===== src/rtl/hsv_core_mem_response_queue.sv =====
// In-order memory response queue: tracks up to DEPTH data-memory ops, matches AXI R/B beats to them, extends loads.
// Latency: head completion registers to out_* one cycle later; enqueue is visible at the head the following cycle.
// Backpressure: in_ready drops on full FIFO or MAX_OUT outstanding; commit_stall freezes out_* and head completion.
// Optional macro HSV_MEM_RESP_WRITE_ERR_EN: errored swallowed B beats set a sticky async_write_error.
module hsv_core_mem_response_queue #(
    parameter int DEPTH = 4,
    parameter int MAX_OUT = 2*DEPTH,
    parameter int TAG_W = 32,
    localparam int CNT_W = $clog2(MAX_OUT+1)
) (
    input  logic             clk_core,
    input  logic             rst_core,
    input  logic             flush,
    input  logic             in_valid,
    output logic             in_ready,
    input  logic             in_is_read,
    input  logic             in_is_memory,
    input  logic             in_sign_extend,
    input  logic             in_unaligned,
    input  logic [1:0]       in_size,
    input  logic [1:0]       in_shift,
    input  logic [TAG_W-1:0] in_tag,
    input  logic             dmem_r_valid,
    output logic             dmem_r_ready,
    input  logic [31:0]      dmem_r_data,
    input  logic [1:0]       dmem_r_resp,
    input  logic             dmem_b_valid,
    output logic             dmem_b_ready,
    input  logic [1:0]       dmem_b_resp,
    input  logic             commit_mem,
    input  logic             commit_stall,
    output logic             out_valid,
    output logic [TAG_W-1:0] out_tag,
    output logic [31:0]      out_result,
    output logic             out_trap,
    output logic             out_writeback,
    output logic [CNT_W-1:0] outstanding,
    output logic             async_write_error
);
    localparam int PTR_W = $clog2(DEPTH);

    typedef struct packed {
        logic             is_read;
        logic             is_memory;
        logic             sign_extend;
        logic             unaligned;
        logic [1:0]       size;
        logic [1:0]       shift;
        logic [TAG_W-1:0] tag;
    } entry_t;

    entry_t           mem [DEPTH];
    entry_t           head;
    logic [PTR_W-1:0] rd_ptr, wr_ptr, idx;
    logic [CNT_W-1:0] count, uncommitted, discard_b, drop_r;
    logic [CNT_W-1:0] fl_reads, fl_iow;
    logic             head_vld, head_rd, head_iow, head_mw;
    logic             drop_act, disc_act;
    logic             r_fire, r_drop, r_head, b_fire, b_drop, b_head;
    logic             complete, enq, commit_dec, mw_done;
    logic             trap_nxt;
    logic [31:0]      shifted, ext_data;

    assign head     = mem[rd_ptr];
    assign head_vld = (count != '0);
    assign head_rd  = head_vld & head.is_read & ~head.unaligned;
    assign head_iow = head_vld & ~head.is_read & ~head.is_memory & ~head.unaligned;
    assign head_mw  = head_vld & ~head.is_read & head.is_memory & ~head.unaligned;
    assign drop_act = (drop_r != '0);
    assign disc_act = (discard_b != '0);

    assign outstanding = count + uncommitted + discard_b + drop_r;
    assign in_ready    = (count != CNT_W'(DEPTH)) & (outstanding < CNT_W'(MAX_OUT));

    // Orphaned beats are drained regardless of commit_stall.
    assign dmem_r_ready = drop_act | (head_rd & ~commit_stall);
    assign dmem_b_ready = disc_act | (head_iow & ~commit_stall);

    assign r_fire = dmem_r_valid & dmem_r_ready;
    assign r_drop = r_fire & drop_act;
    assign r_head = r_fire & ~drop_act;
    assign b_fire = dmem_b_valid & dmem_b_ready;
    assign b_drop = b_fire & disc_act;
    assign b_head = b_fire & ~disc_act;

    assign complete   = head_vld & ~commit_stall & (head.unaligned | head_mw | r_head | b_head);
    assign mw_done    = complete & head_mw & ~flush;
    assign enq        = in_valid & in_ready & ~flush;
    assign commit_dec = commit_mem & (uncommitted != '0);

    assign shifted = dmem_r_data >> {head.shift, 3'b000};

    always_comb begin
        ext_data = shifted;
        case (head.size)
            2'd0:    ext_data = {{24{head.sign_extend & shifted[7]}}, shifted[7:0]};
            2'd1:    ext_data = {{16{head.sign_extend & shifted[15]}}, shifted[15:0]};
            default: ext_data = shifted;
        endcase
    end

    always_comb begin
        trap_nxt = 1'b0;
        if (head.unaligned)
            trap_nxt = 1'b1;
        else if (head.is_read)
            trap_nxt = (dmem_r_resp == 2'b10) | (dmem_r_resp == 2'b11);
        else if (!head.is_memory)
            trap_nxt = (dmem_b_resp == 2'b10) | (dmem_b_resp == 2'b11);
    end

    // Bus ops still owed a beat at flush time; a head beat accepted this cycle is already consumed.
    always_comb begin
        fl_reads = '0;
        fl_iow   = '0;
        idx      = '0;
        for (int i = 0; i < DEPTH; i++) begin
            idx = rd_ptr + PTR_W'(i);
            if (CNT_W'(i) < count && !mem[idx].unaligned) begin
                if (mem[idx].is_read)
                    fl_reads = fl_reads + CNT_W'(1);
                else if (!mem[idx].is_memory)
                    fl_iow = fl_iow + CNT_W'(1);
            end
        end
        fl_reads = fl_reads - CNT_W'(r_head);
        fl_iow   = fl_iow - CNT_W'(b_head);
    end

    always_ff @(posedge clk_core) begin
        if (enq)
            mem[wr_ptr] <= '{in_is_read, in_is_memory, in_sign_extend, in_unaligned,
                             in_size, in_shift, in_tag};
    end

    always_ff @(posedge clk_core) begin
        if (rst_core) begin
            rd_ptr      <= '0;
            wr_ptr      <= '0;
            count       <= '0;
            uncommitted <= '0;
            discard_b   <= '0;
            drop_r      <= '0;
        end else begin
            drop_r    <= drop_r + (flush ? fl_reads : '0) - CNT_W'(r_drop);
            discard_b <= discard_b + (flush ? fl_iow + uncommitted : CNT_W'(commit_dec))
                         - CNT_W'(b_drop);
            if (flush) begin
                rd_ptr      <= '0;
                wr_ptr      <= '0;
                count       <= '0;
                uncommitted <= '0;
            end else begin
                rd_ptr      <= rd_ptr + PTR_W'(complete);
                wr_ptr      <= wr_ptr + PTR_W'(enq);
                count       <= count + CNT_W'(enq) - CNT_W'(complete);
                uncommitted <= uncommitted + CNT_W'(mw_done) - CNT_W'(commit_dec);
            end
        end
    end

    always_ff @(posedge clk_core) begin
        if (rst_core) begin
            out_valid     <= 1'b0;
            out_tag       <= '0;
            out_result    <= '0;
            out_trap      <= 1'b0;
            out_writeback <= 1'b0;
        end else if (flush) begin
            out_valid <= 1'b0;
        end else if (!commit_stall) begin
            out_valid <= complete;
            if (complete) begin
                out_tag       <= head.tag;
                out_result    <= ext_data;
                out_trap      <= trap_nxt;
                out_writeback <= head.is_read & ~head.unaligned;
            end
        end
    end

`ifdef HSV_MEM_RESP_WRITE_ERR_EN
    always_ff @(posedge clk_core) begin
        if (rst_core)
            async_write_error <= 1'b0;
        else if (b_drop && (dmem_b_resp == 2'b10 || dmem_b_resp == 2'b11))
            async_write_error <= 1'b1;
    end
`else
    assign async_write_error = 1'b0;
`endif

endmodule


===== config.mk =====
export PLATFORM = sky130hd
export DESIGN_NAME = hsv_core_mem_response_queue
export DESIGN_NICKNAME = d
export VERILOG_FILES = /design/src/rtl/hsv_core_mem_response_queue.sv
export SDC_FILE = /design/constraint.sdc
export NUM_CORES = 1
export LEC_CHECK = 0
export CAP_MARGIN = 20
export CELL_PAD_IN_SITES_DETAIL_PLACEMENT = 1
export CELL_PAD_IN_SITES_GLOBAL_PLACEMENT = 2
export CORE_UTILIZATION = 38
export DETAILED_ROUTE_END_ITERATION = 16
export PLACE_DENSITY = 0.86
export SKIP_CTS_REPAIR_TIMING = 1
export SLEW_MARGIN = 20
export SYNTH_ARGS = -nofsm -noshare
export SYNTH_HDL_FRONTEND = slang
export SYNTH_SLANG_ARGS = --single-unit

===== constraint.sdc =====
create_clock -name clk_core -period 7 [get_ports clk_core]
set_clock_uncertainty 0.05 [all_clocks]
set_input_delay 1.4 -clock clk_core [delete_from_list [all_inputs] [get_ports clk_core]]
set_output_delay 1.4 -clock clk_core [all_outputs]
set_load 0.02 [all_outputs]

== After elaboration in Yosys (flattened, before gate mapping) ==
Memory sizes are Yosys's and may differ from the RTL's. A register that Yosys moved wholly into a read port is not among the register bits.
Cells that the tools add are included.
Cells by class
  muxes and demuxes: 29
  bitwise logic cells: 40
  order comparisons: 5
  add/subtract/negate cells: 25
  shifts and indexed selects: 1
  reduce and logical (&&, ||, !) cells: 15
  eq/ne operators: 6
Operators with widths (count)
  $mux W4: 17
  $pmux W32 S2: 1
  $shr A32 B5 Y32: 1
  $and A1 B1 Y1: 26
  $add A4 B1 Y4 const B: 6
  $add A4 B4 Y4: 6
  $sub A4 B1 Y4: 6
  $reduce_bool A4 Y1: 4
  $mux W1: 10
  $add A4 B1 Y4: 2
  $eq A2 B2 Y1 const B: 4
  $lt A1 B4 Y1 const A: 2
  $lt A2 B4 Y1 const A: 2
  $not A1 Y1: 7
  $or A1 B1 Y1: 7
  $add A2 B1 Y2: 2
  $add A2 B2 Y2 const B: 2
  $logic_and A1 B1 Y1: 4
  $logic_not A1 Y1: 4
  $lt A4 B4 Y1 const B: 1
  $ne A4 B3 Y1 const B: 1
  $reduce_and A3 Y1: 1
  $add A2 B1 Y2 const B: 1
  $eq A2 B1 Y1 const B: 1
  other kinds (3): 3
Storage, ports and cells
  memories: 1
  register bits after elaboration: 87
  input port bits: 84
  memory bits (writable): 160
  output and inout bits: 75
  word-level logic and storage cells: 133
Memories
  mem: words 4, bits a word 40, read ports 4, clocked after memory_dff 1, wr ports 1, RTL line 52  | entry_t mem [DEPTH];

== Depth between registers and ports, before layout ==
Gate-level depths: netlist of the first run.
  depth after elaboration: 20
  mapped depth: 27
  depth with buffers taken out: 25

== Worst setup path before layout of the first run ==
Ideal clock, no wire load.
  path type: reg2reg
  start point: register count[1]
  end point: memory mem[0][0] in the netlist's numbering, enable pin
  buffers on the path: 1
  arrival time: 6077 ps
  required time: 6463 ps
  stages on the path, launching flop included: 14
  slack: 386 ps
  period minus slack after synthesis: 6614 ps
  library setup time: 487 ps
  path through: dfxtp_1 -> fa_1 -> fa_1 -> ha_1 -> inv_1 -> fa_1 -> xnor2_1 -> xnor2_1 -> xnor2_1 -> a21oi_1 -> and3_1 -> clkbuf_1 -> inv_1 -> nor3_1
On the way
  cells in the longest elaborated chain, start to end: 9
  elaborated cells on any way between the ends: 10
  classes of those cells: add/sub (3); order compare (1); eq/ne (1); mux (2); bitwise (3)
Ends and longest elaborated chain
  from (decl): RTL line 55  | logic [CNT_W-1:0] count, uncommitted, discard_b, drop_r;
  from (signal assigned): RTL line 156  | count <= count + CNT_W'(enq) - CNT_W'(complete);
  $add A4 B4 Y4 (3 in a row): RTL line 72  | assign outstanding = count + uncommitted + discard_b + drop_r;
  via outstanding[3]: RTL line 37  | output logic [CNT_W-1:0] outstanding,
  $lt A4 B4 Y1: RTL line 73  | assign in_ready = (count != CNT_W'(DEPTH)) & (outstanding < CNT_W'(MAX_OUT));
  $and A1 B1 Y1: RTL line 73
  via in_ready: RTL line 15  | output logic in_ready,
  $and A1 B1 Y1 (2 in a row): RTL line 88  | assign enq = in_valid & in_ready & ~flush;
  $mux W1: RTL line 131  | if (enq)
  $mux W1 (implied by the code): RTL line 132  | mem[wr_ptr] <= '{in_is_read, in_is_memory, in_sign_extend, in_unaligned,
  to (decl): RTL line 52
The timed path passes the listed nets, and every way through them passes these cells.

== Worst setup path in the final report of the first run ==
  start point: register rd_ptr[0]
  end point: register discard_b[3]
On the way
  cells in the longest elaborated chain, start to end: 18
  elaborated cells on any way between the ends: 26
  classes of those cells: add/sub (9); mux (10); reduce/logical (6); memory (1)
Ends and longest elaborated chain
  from (decl): RTL line 54  | logic [PTR_W-1:0] rd_ptr, wr_ptr, idx;
  from (signal assigned): RTL line 154  | rd_ptr <= rd_ptr + PTR_W'(complete);
  $add A2 B1 Y2: RTL line 118  | idx = rd_ptr + PTR_W'(i);
  $mem_v2 Z4 W40 (*)
  $mux W4 or $logic_not A1 Y1 (tied branches): RTL line 122, 119
  $mux W4 or $logic_and A1 B1 Y1 (tied branches): RTL line 120, 119
  $mux W4: RTL line 119  | if (CNT_W'(i) < count && !mem[idx].unaligned) begin
  $add A4 B1 Y4: RTL line 123  | fl_iow = fl_iow + CNT_W'(1);
  $mux W4: RTL line 122  | else if (!mem[idx].is_memory)
  $mux W4: RTL line 120  | if (mem[idx].is_read)
  [2 not listed]
  $mux W4: RTL line 122
  $mux W4: RTL line 120
  $mux W4 (*): RTL line 119
  $sub A4 B1 Y4 (*): RTL line 127  | fl_iow = fl_iow - CNT_W'(b_head);
  $add A4 B4 Y4 (*): RTL line 146  | discard_b <= discard_b + (flush ? fl_iow + uncommitted : CNT_W'(commit_dec))
  $mux W4 (*): RTL line 146
  $add A4 B4 Y4 (*): RTL line 146
  $sub A4 B1 Y4 (*): RTL line 147  | - CNT_W'(b_drop);
  to (signal assigned): RTL line 146
  to (decl): RTL line 55
Mark *: on every way between the ends. The rest lies on a longest branch, timed or not.
A chain may end at the register's enable or synchronous reset.

==> metrics.md, run 1 <==
| Metric | Value |
|---|---|
| Status | completed |
| CTS tree | done |
| PwrDens | 354 nW/um^2 |
| Via count | 7,287 |
| Seq cells post-synth | 247 |
| Congestion Overflow GR | 0 |
| Clock Power Share | 28.9% |
| Flop pwr share | 37.6% |
| Clock sink count | 247 |
| Commonest non-fill, non-tap cell in the layout | edfxtp_1 |
| Max transition margin | 31.0% |
| Slowest cell on crit path | mux4_2 |
| Cells after Synth | 868 |
| LEAKAGE | 4.75 nW |
| Post-Place Cells | 1,370 |
| GR Util All Layers | 19.2% |
| Crit-path cells | mux4_2 -> nor2_2 -> and2_1 -> ha_1 -> mux2i_2 -> inv_1 -> ha_1 -> mux2_2 -> ha_1 -> mux2i_1 -> ha_1 -> inv_1 -> fa_1 -> nand2_1 -> ha_1 -> inv_1 -> ha_1 -> a21o_1 -> a21oi_1 -> xnor2_1 -> nand2_1 -> or3_1 -> nand4_1 |
| Vias in the first global route | 7,954 |
| Minimum clock period | 6.14 ns |
| WP data arrival | 6.58 ns |
| Synth warnings | 0 |
| Final setup fails | 0 |
| Clk_lat worst skew | 0.55 ns |
| Gate power share | 33.5% |
| RSZ-0062 raised after global routing | false |
| Sw Share | 32.9% |
| CORE AREA | 28,900 sq um |
| Root Buffer | clkbuf_16 |
| Worst hold path type | reg -> reg |
| DRT iter0 DRCs | 402 |
| EDFF count, synth | 160 |
| Initial core utilization | 39.0% |
| Wire per inst | 20.0 microns |
| Ys flop type | edfxtp_1 |
| Maximum vdd drop | 0.219 mV |
| Most used cell, CP | ha_1 |
| CTS max path bufs | 3 |
| Crit-path max FO | 17 |
| IO buf count | 155 |
| Wirelength, routed | 28,400 microns |
| DRC | 0 |
| Gpl congestion | 0.775 |
| # rows | 62 |
| Worst Max-Slew Pin Slew | 1.03 ns |
| Detail Placement HPWL | 18,800 microns |
| Cell Count, Final, Fillers Out | 1,423 |
| Io pins | 159 |
| Tcrit/Tclk final | 87.7% |
| Clock transition at path regs | 0.07 ns |
| Die height | 174 microns |
| Antenna viol nets, final | 0 |
| Synth Net Count | 1,004 |
| Pwr Total | 0.00499 W |
| Delay-heaviest family, CP | adder cells |
| FMAX | 0.163 GHz |
| H-Tree Depth | 1 |
| Max Slew Vio Count | 0 |
| Int Pwr | 0.00335 W |
| Num CTS Buffers | 27 |
| Register area share after synthesis | 58.1% |
| Pin count of the biggest net entering global routing | 80 |
| Startpoint Class | flop |
| Die Area | 30,400 sq um |
| Worst EP required | 7.44 ns |
| Mapped Area | 11,300 sq um |
| Commonest cells after routing, fill and taps aside | 160 x edfxtp_1, 154 x clkdlybuf4s50_1, 133 x nand2_1 |
| Crit Path Category | reg -> reg |
| Share of layout cells above drive strength 1 | 13.8% |
| Psw | 0.00164 W |
| Area growth, synth to finish | 24.9% |
| First-pass GRT wire length | 45,100 microns |
| Hold Vio Cnt, Final | 0 |
| Async SR Flop Fraction | 0% |
| TritonRoute pass-1 iters | 5 |
| CP peak stage delay | 0.67 ns |
| Synth Area per Inst | 13.0 sq um |
| CP bufs+invs | 3 |
| Library cells used by synthesis | 59 |
| Fin Setup TNS | 0 ns |
| Vias per inst | 5.12 |
| Antenna violations before repair | 5 |
| Chip width | 174 microns |
| Layout net count | 1,151 |
| CP Capture Type | flop |
| Max Cap Viol | 0 |
state kept, by name (all words and copies together) (netlist names):
register,count
discard_b,4
out_writeback,1
rd_ptr,2
out_result,32
wr_ptr,2
out_trap,1
drop_r,4
out_valid,1
count,4
out_tag,32
mem,160
uncommitted,4
through the flow:
step / area, sq um / setup WS [ns] / hold slack [ns] / util, %
after floorplan: 11300 / 0.386 / 0.479 / -
after global placement: 13200 / 1.08 / 0.393 / 45.5
after detailed placement: 13200 / 0.915 / 0.396 / 45.5
after CTS: 14100 / 0.825 / 0.405 / 48.6
after global routing: 14100 / 0.470 / 0.428 / 48.7
final: 14100 / 0.858 / 0.403 / 48.7
Yosys cell counts, types with 6 or more instances:
master / instances / area [sq um]
edfxtp_1: 160 / 4800
nand2_1: 133 / 499
dfxtp_1: 87 / 1740
nor2_1: 53 / 199
a21oi_1: 51 / 255
inv_1: 49 / 184
mux4_2: 42 / 946
ha_1: 41 / 513
mux2i_1: 27 / 270
o21ai_0: 20 / 100
xnor2_1: 19 / 166
clkbuf_1: 18 / 67.6
buf_2: 16 / 80.1
a211oi_1: 15 / 113
a211oi_2: 11 / 138
fa_1: 11 / 220
xor2_1: 11 / 96.3
mux2_2: 10 / 113
nor2b_1: 10 / 62.6
and2_1: 6 / 37.5
path summary, 6_finish.rpt:
kind | start | to | slack [ns] | cells past startpoint
setup / recovery | rd_ptr[0] | discard_b[3] | 0.86 | 23
hold / removal | out_result[7] | out_result[7] | 0.40 | 2
setup reg to reg | rd_ptr[0] | discard_b[3] | 0.86 | 23
hold reg to reg | out_result[7] | out_result[7] | 0.40 | 2
worst register-to-register path: cells and delay by family, from the launching register on:
kind	cells	cell delay [ns]
adder cells (fa/ha/maj)	7	2.29
multiplexers	4	1.24
AND/OR/NAND/NOR	6	1.06
flip-flops	1	0.58
AO/OA/AOI/OAI	2	0.36
XOR/XNOR	1	0.29
buffers and inverters	3	0.19
power by group through the flow:
stage	Sequential, W	Clock [W]	Combinational (W)
floorplan	0.00193	0	0.00109
global placement	0.00189	0	0.00164
detailed placement	0.00191	0	0.00169
CTS	0.00188	0.00148	0.00170
global route	0.00190	0.00152	0.00186
finish	0.00188	0.00144	0.00167
final cells by class:
cell class                      count  area [sq um]
Fill cell                        2957         14800
Sequential cell                   247          6550
Multi-Input combinational cell    524          4330
Timing Repair Buffer              166          1630
Clock buffer                       31           711
Tap cell                          384           480
Clock inverter                     19           193
Inverter                           49           184
Antenna cell                        3          7.51
cells by family after synthesis:
kind of cell    count (synthesis)  synth area share (%)
simple gates                  238                  9.50
fa+ha+maj                      52                  6.50
buf+inv                        97                  3.84
other cells                     1                0.0333
compound gates                118                  7.10
xor+xnor                       30                  2.33
flops                         247                  58.1
mux                            85                  12.6
routing by layer:
layer | share of wire [%] | global-route usage (%) | wire, microns | vias up
met5 | 0.074 | 0 | 21 | -
met4 | 2.2 | 4.68 | 639 | 4
met3 | 5.6 | 4.20 | 1600 | 43
met2 | 48 | 32.4 | 13500 | 181
met1 | 44 | 25.0 | 12600 | 3640
li1 | - | - | - | 3419
(Power assumes the default switching activity.)
==> run 2, diff against run 1 <==
Settings changed: CAP_MARGIN 20 to 40.
==> run 2 against run 1 <==
  * Count of clock-buffer cells in the layout up 5
  * Cell count rose by 0.35%
  * Via count up 0.47%
  * Wire length is 0.61% higher
  * Sequential share of layout area decreased by 0.30 points
  * Non-clock buffer count rose by 5
  * First-iteration DRC count is 12% lower
  * Largest power group unchanged
==> metrics.md, run 2 (synthesis gave the netlist of run 1 again) <==
| Metric | Value |
|---|---|
| Io pins | 159 |
| Max transition margin | 50.4% |
| Worst Max-Slew Pin Slew | 0.743 ns |
| Max Cap Viol | 0 |
| Wirelength, routed | 28,600 microns |
| Commonest non-fill, non-tap cell in the layout | edfxtp_1 |
| Slowest cell on crit path | mux4_2 |
| Crit-path max FO | 17 |
| CP bufs+invs | 3 |
| Top Registers | mem: 160 flops, out_result: 32 flops, out_tag: 32 flops |
| Fin Setup TNS | 0 ns |
| WP data arrival | 6.53 ns |
| Die Area | 30,400 sq um |
| GR Util All Layers | 18.9% |
| Final Cell Area | 14,200 sq um |
| Crit Path Category | reg -> reg |
| Most used cell, CP | ha_1 |
| Vias per inst | 5.13 |
| Crit-path cells | mux4_2 -> nor2_2 -> and2_1 -> ha_1 -> mux2i_2 -> inv_1 -> ha_1 -> mux2_2 -> ha_1 -> mux2i_1 -> ha_1 -> inv_1 -> fa_1 -> nand2_1 -> ha_1 -> inv_1 -> ha_1 -> a21o_1 -> a21oi_1 -> xnor2_1 -> nand2_1 -> or3_1 -> nand4_1 |
| CP Capture Type | flop |
| TritonRoute pass-1 iters | 5 |
| R2R cell count | 23 |
| Delay-heaviest family, CP | adder cells |
| Congestion Overflow GR | 0 |
| PwrDens | 351 nW/um^2 |
| Detail Placement HPWL | 19,400 microns |
| # rows | 62 |
| RSZ-0062 raised after global routing | false |
| Stages on worst setup path | 23 |
| FMAX | 0.164 GHz |
| Reg with most FFs | mem |
| Max Slew Vio Count | 0 |
| Max FFs per register | 160 |
| LEAKAGE | 4.80 nW |
| Via count | 7,321 |
| Worst EP required | 7.43 ns |
| CORE AREA | 28,900 sq um |
| Startpoint Class | flop |
| DRC | 0 |
| Clock sink count | 247 |
| Maximum vdd drop | 0.160 mV |
| Gpl congestion | 0.775 |
| Multi-input gate area | 4330 sq um |
| CP Launch Point | rd_ptr[0] |
| Status | completed |
| Initial core utilization | 39.0% |
| CTS tree | done |
| Die height | 174 microns |
| Num CTS Buffers | 27 |
| Worst hold path type | reg -> reg |
| Clk_lat worst skew | 0.55 ns |
| Antenna viol nets, final | 0 |
| Root Buffer | clkbuf_16 |
| Storage element area | 6550 sq um |
| Worst r2r dst | discard_b[3] |
| Minimum clock period | 6.10 ns |
| Area growth, synth to finish | 25.8% |
| Post-Place Cells | 1,374 |
| Hold Vio Cnt, Final | 0 |
| Final setup fails | 0 |
| Layout net count | 1,156 |
| Post-DP Area | 13,300 sq um |
| Vias in the first global route | 7,878 |
| Clock transition at path regs | 0.06 ns |
| Commonest cells after routing, fill and taps aside | 160 x edfxtp_1, 154 x clkdlybuf4s50_1, 133 x nand2_1 |
| Total of fill cells in the finished design | 2,946 |
| H-Tree Depth | 1 |
| End point of the critical path | discard_b[3] |
| CTS max path bufs | 3 |
| Chip width | 174 microns |
| Tcrit/Tclk final | 87.1% |
| Pin count of the biggest net entering global routing | 68 |
| IO buf count | 155 |
| FF-to-FF Start | rd_ptr[0] |
| Worst reg-to-reg setup slack | 0.90 ns |
| Wire per inst | 20.0 microns |
| Antenna violations before repair | 4 |
| DRT iter0 DRCs | 353 |
| Cell Count, Final, Fillers Out | 1,428 |
| Share of layout cells above drive strength 1 | 13.8% |
| CP peak stage delay | 0.66 ns |
| First-pass GRT wire length | 44,600 microns |
## run 2: cell types whose count changed in the layout (fill, tap and decap cells not counted), sizes merged
cell	delta
buf	+5
clkinv	-3
clkinvlp	-2
clkbuf	+5
## run 2: final cells by class
type | instances | share of cell area, %
multi-input combinational | 524 | 30.5
inverter | 49 | 1.30
sequential | 247 | 46.2
timing repair buffer | 171 | 12.3
clock inverter | 14 | 1.16
tap | 384 | 3.39
antenna | 3 | 0.0529
clock buffer | 36 | 5.07
## run 2: power breakdown
| group | internal (W) | total (W) | leakage (nW) | switching [W] |
|---|---|---|---|---|
| Combinational | 0.000749 | 0.00168 | 2.22 | 0.000934 |
| Clock | 0.000837 | 0.00143 | 0.426 | 0.000588 |
| Sequential | 0.00176 | 0.00187 | 2.15 | 0.000113 |
| Total | 0.00335 | 0.00498 | 4.80 | 0.00164 |
## run 2: routing by layer
layer / GRT usage (%) / part of all wire, %
met1: 24.8 / 44
met2: 32.1 / 49
met3: 4.11 / 6.0
met4: 3.80 / 1.3
met5: 0 / 0.080
## run 2: worst min-delay path, stage by stage, from the launching register on
cell and delay [ns]:
dfxtp_1 0.31, nand2_1 0.05, a21oi_1 0.05
## run 2: how the worst min path moves through the flow
stage	from	endpoint	slack, ns	depth (start not counted)
final	out_result[7]	out_result[7]	0.40	2
after global routing	out_tag[25]	out_tag[25]	0.43	2
after CTS	out_result[7]	out_result[7]	0.40	2
after detailed placement	out_result[7]	out_result[7]	0.40	2
after global placement	out_result[7]	out_result[7]	0.39	2
after floorplan	out_writeback	out_writeback	0.48	2
## run 2: per-stage QoR
stage / util, % / power [W] / hold slack, ns / setup WS, ns
floorplan: - / 0.00302 / 0.479 / 0.386
global placement: 45.5 / 0.00353 / 0.393 / 1.08
detailed placement: 45.9 / 0.00360 / 0.396 / 0.915
CTS: 48.9 / 0.00505 / 0.405 / 0.849
global route: 49.0 / 0.00527 / 0.429 / 0.514
finish: 49.0 / 0.00498 / 0.404 / 0.900
==> run 3, diff against run 2 <==
Settings changed: CORE_MARGIN set to 5.
==> run 3 against run 2 <==
  * Die area grew 9.4%
  * Sequential share of layout area is essentially flat
  * Register-to-register slack gained 0.09 ns
  * Clock power grew 3%
  * Wire length shrank 0.69%
  * Critical endpoint unchanged
  * Highest routed layer unchanged
==> metrics.md, run 3 (synthesis gave the netlist of run 1 again) <==
| Metric | Value |
|---|---|
| Status | completed |
| Vias per inst | 5.07 |
| Clock sink count | 247 |
| FMAX | 0.167 GHz |
| WP data arrival | 6.45 ns |
| Hold depth | 2 |
| Max Slew Vio Count | 0 |
| Wirelength, routed | 28,400 microns |
| Root Buffer | clkbuf_16 |
| Clock transition at path regs | 0.07 ns |
| Pin count of the biggest net entering global routing | 68 |
| Met2 routed WL | 13,900 microns |
| Hold_sp | out_writeback |
| Worst EP required | 7.45 ns |
| Fin Setup TNS | 0 ns |
| Via count | 7,245 |
| PwrDens | 354 nW/um^2 |
| Startpoint Class | flop |
| Top Registers | mem: 160 flops, out_result: 32 flops, out_tag: 32 flops |
| Diodes inserted | 0 |
| TritonRoute pass-1 iters | 4 |
| CTS tree | done |
| Gpl congestion | 0.814 |
| CTS max path bufs | 3 |
| FF-to-FF Start | rd_ptr[1] |
| Initial core utilization | 38.2% |
| Antenna viol nets, final | 0 |
| Maximum vdd drop | 0.202 mV |
| Area growth, synth to finish | 25.7% |
| Num CTS Buffers | 27 |
| Max FFs per register | 160 |
| Share of layout cells above drive strength 1 | 14.5% |
| Die Area | 33,200 sq um |
| Routed wl met3 | 1720 microns |
| Crit-path max FO | 21 |
| Layout net count | 1,153 |
| GR Util All Layers | 16.9% |
| Tcrit/Tclk final | 85.8% |
| RSZ-0062 raised after global routing | false |
| Hold endpoint | out_writeback |
| Commonest non-fill, non-tap cell in the layout | edfxtp_1 |
| Max Cap Viol | 0 |
| Commonest cells after routing, fill and taps aside | 160 x edfxtp_1, 154 x clkdlybuf4s50_1, 133 x nand2_1 |
| Die height | 182 microns |
| Chip width | 182 microns |
| Reg with most FFs | mem |
| # rows | 63 |
| DRT iter0 DRCs | 353 |
| Minimum clock period | 6.00 ns |
| First-pass GRT wire length | 44,400 microns |
| Final setup fails | 0 |
| H-Tree Depth | 1 |
| LEAKAGE | 4.80 nW |
| Met1 WL | 12,200 microns |
| Antenna violations before repair | 6 |
| Io pins | 159 |
| Worst hold path type | reg -> reg |
| Crit Path Category | reg -> reg |
| Worst Max-Slew Pin Slew | 0.786 ns |
| IO buf count | 155 |
| Wire per inst | 19.9 microns |
| Highest metal used | met5 |
| Max transition margin | 47.5% |
| Setup ws final | 0.995 ns |
| Worst reg-to-reg setup slack | 1.0 ns |
| Worst r2r dst | discard_b[3] |
| Clk_lat worst skew | 0.56 ns |
| CP Capture Type | flop |
| Congestion Overflow GR | 0 |
| R2R cell count | 23 |
| Hold Vio Cnt, Final | 0 |
| CORE AREA | 29,500 sq um |
| Vias in the first global route | 7,846 |
| DRC | 0 |
| Detail Placement HPWL | 19,300 microns |
| DP Worst Slack | 1.01 ns |
==> run 3: cell types whose count changed in the layout (fill, tap and decap cells not counted) <==
cell and delta:
buf_12 -1, buf_16 -1, buf_2 -1, clkbuf_1 -8, clkbuf_8 +1, clkinv_1 -2, clkinv_2 +2, clkinv_4 +1
clkinvlp_4 +2, diode_2 -3, inv_6 +3, inv_8 +1
==> run 3: critical path, cell delays in order, from the launching register on <==
cell     delay [ns]
dfxtp_2        0.72
mux4_2         0.51
nor2_2         0.22
and2_1         0.23
ha_1           0.26
mux2i_2        0.22
inv_1          0.07
ha_1           0.30
mux2_2         0.29
ha_1           0.29
mux2i_1        0.08
ha_1           0.30
inv_1          0.07
fa_1           0.53
nand2_1        0.06
ha_1           0.36
inv_1          0.06
ha_1           0.28
a21o_1         0.15
a21oi_1        0.18
xnor2_1        0.24
nand2_1        0.07
or3_1          0.31
nand4_1        0.08
==> run 3: worst max-delay path by stage <==
stage,from,end,slack [ns],cells after the start
after floorplan,count[1],mem[0][0],0.39,13
after detailed placement,rd_ptr[1],discard_b[3],1.01,23
final,rd_ptr[1],discard_b[3],1.0,23
after global routing,rd_ptr[1],discard_b[3],0.62,23
after global placement,rd_ptr[1],discard_b[3],1.11,23
after CTS,rd_ptr[1],discard_b[3],0.95,23
==> run 3: where the power goes <==
group	internal, W	leakage, nW	switching (W)
clock	0.000853	0.453	0.000612
sequential	0.00176	2.15	0.000109
combinational	0.000746	2.19	0.000929
==> run 3: layout make-up <==
type	count	area (sq um)
sequential	247	6550
tap	390	488
fill	3039	15300
multi-input combinational	524	4330
timing repair buffer	168	1690
clock buffer	29	703
clock inverter	21	229
inverter	49	184
==> run 3: through the flow <==
| stage | cells | utilization [%] | total power, W | cell area [sq um] | hold slack [ns] |
|---|---|---|---|---|---|
| detailed placement | 1377 | 44.9 | 0.00360 | 13200 | 0.394 |
| CTS | 1427 | 48.0 | 0.00509 | 14200 | 0.402 |
| floorplan | 868 | - | 0.00302 | 11300 | 0.479 |
| global placement | 1375 | 44.7 | 0.00355 | 13200 | 0.393 |
| global route | 1428 | 48.1 | 0.00533 | 14200 | 0.432 |
| finish | 1428 | 48.1 | 0.00501 | 14200 | 0.398 |
==> run 3: routing by layer <==
metal,global-route usage (%),up-vias
li1,-,3416
met1,22.1,3603
met2,28.9,167
met3,4.29,47
met4,3.09,12
met5,0,-
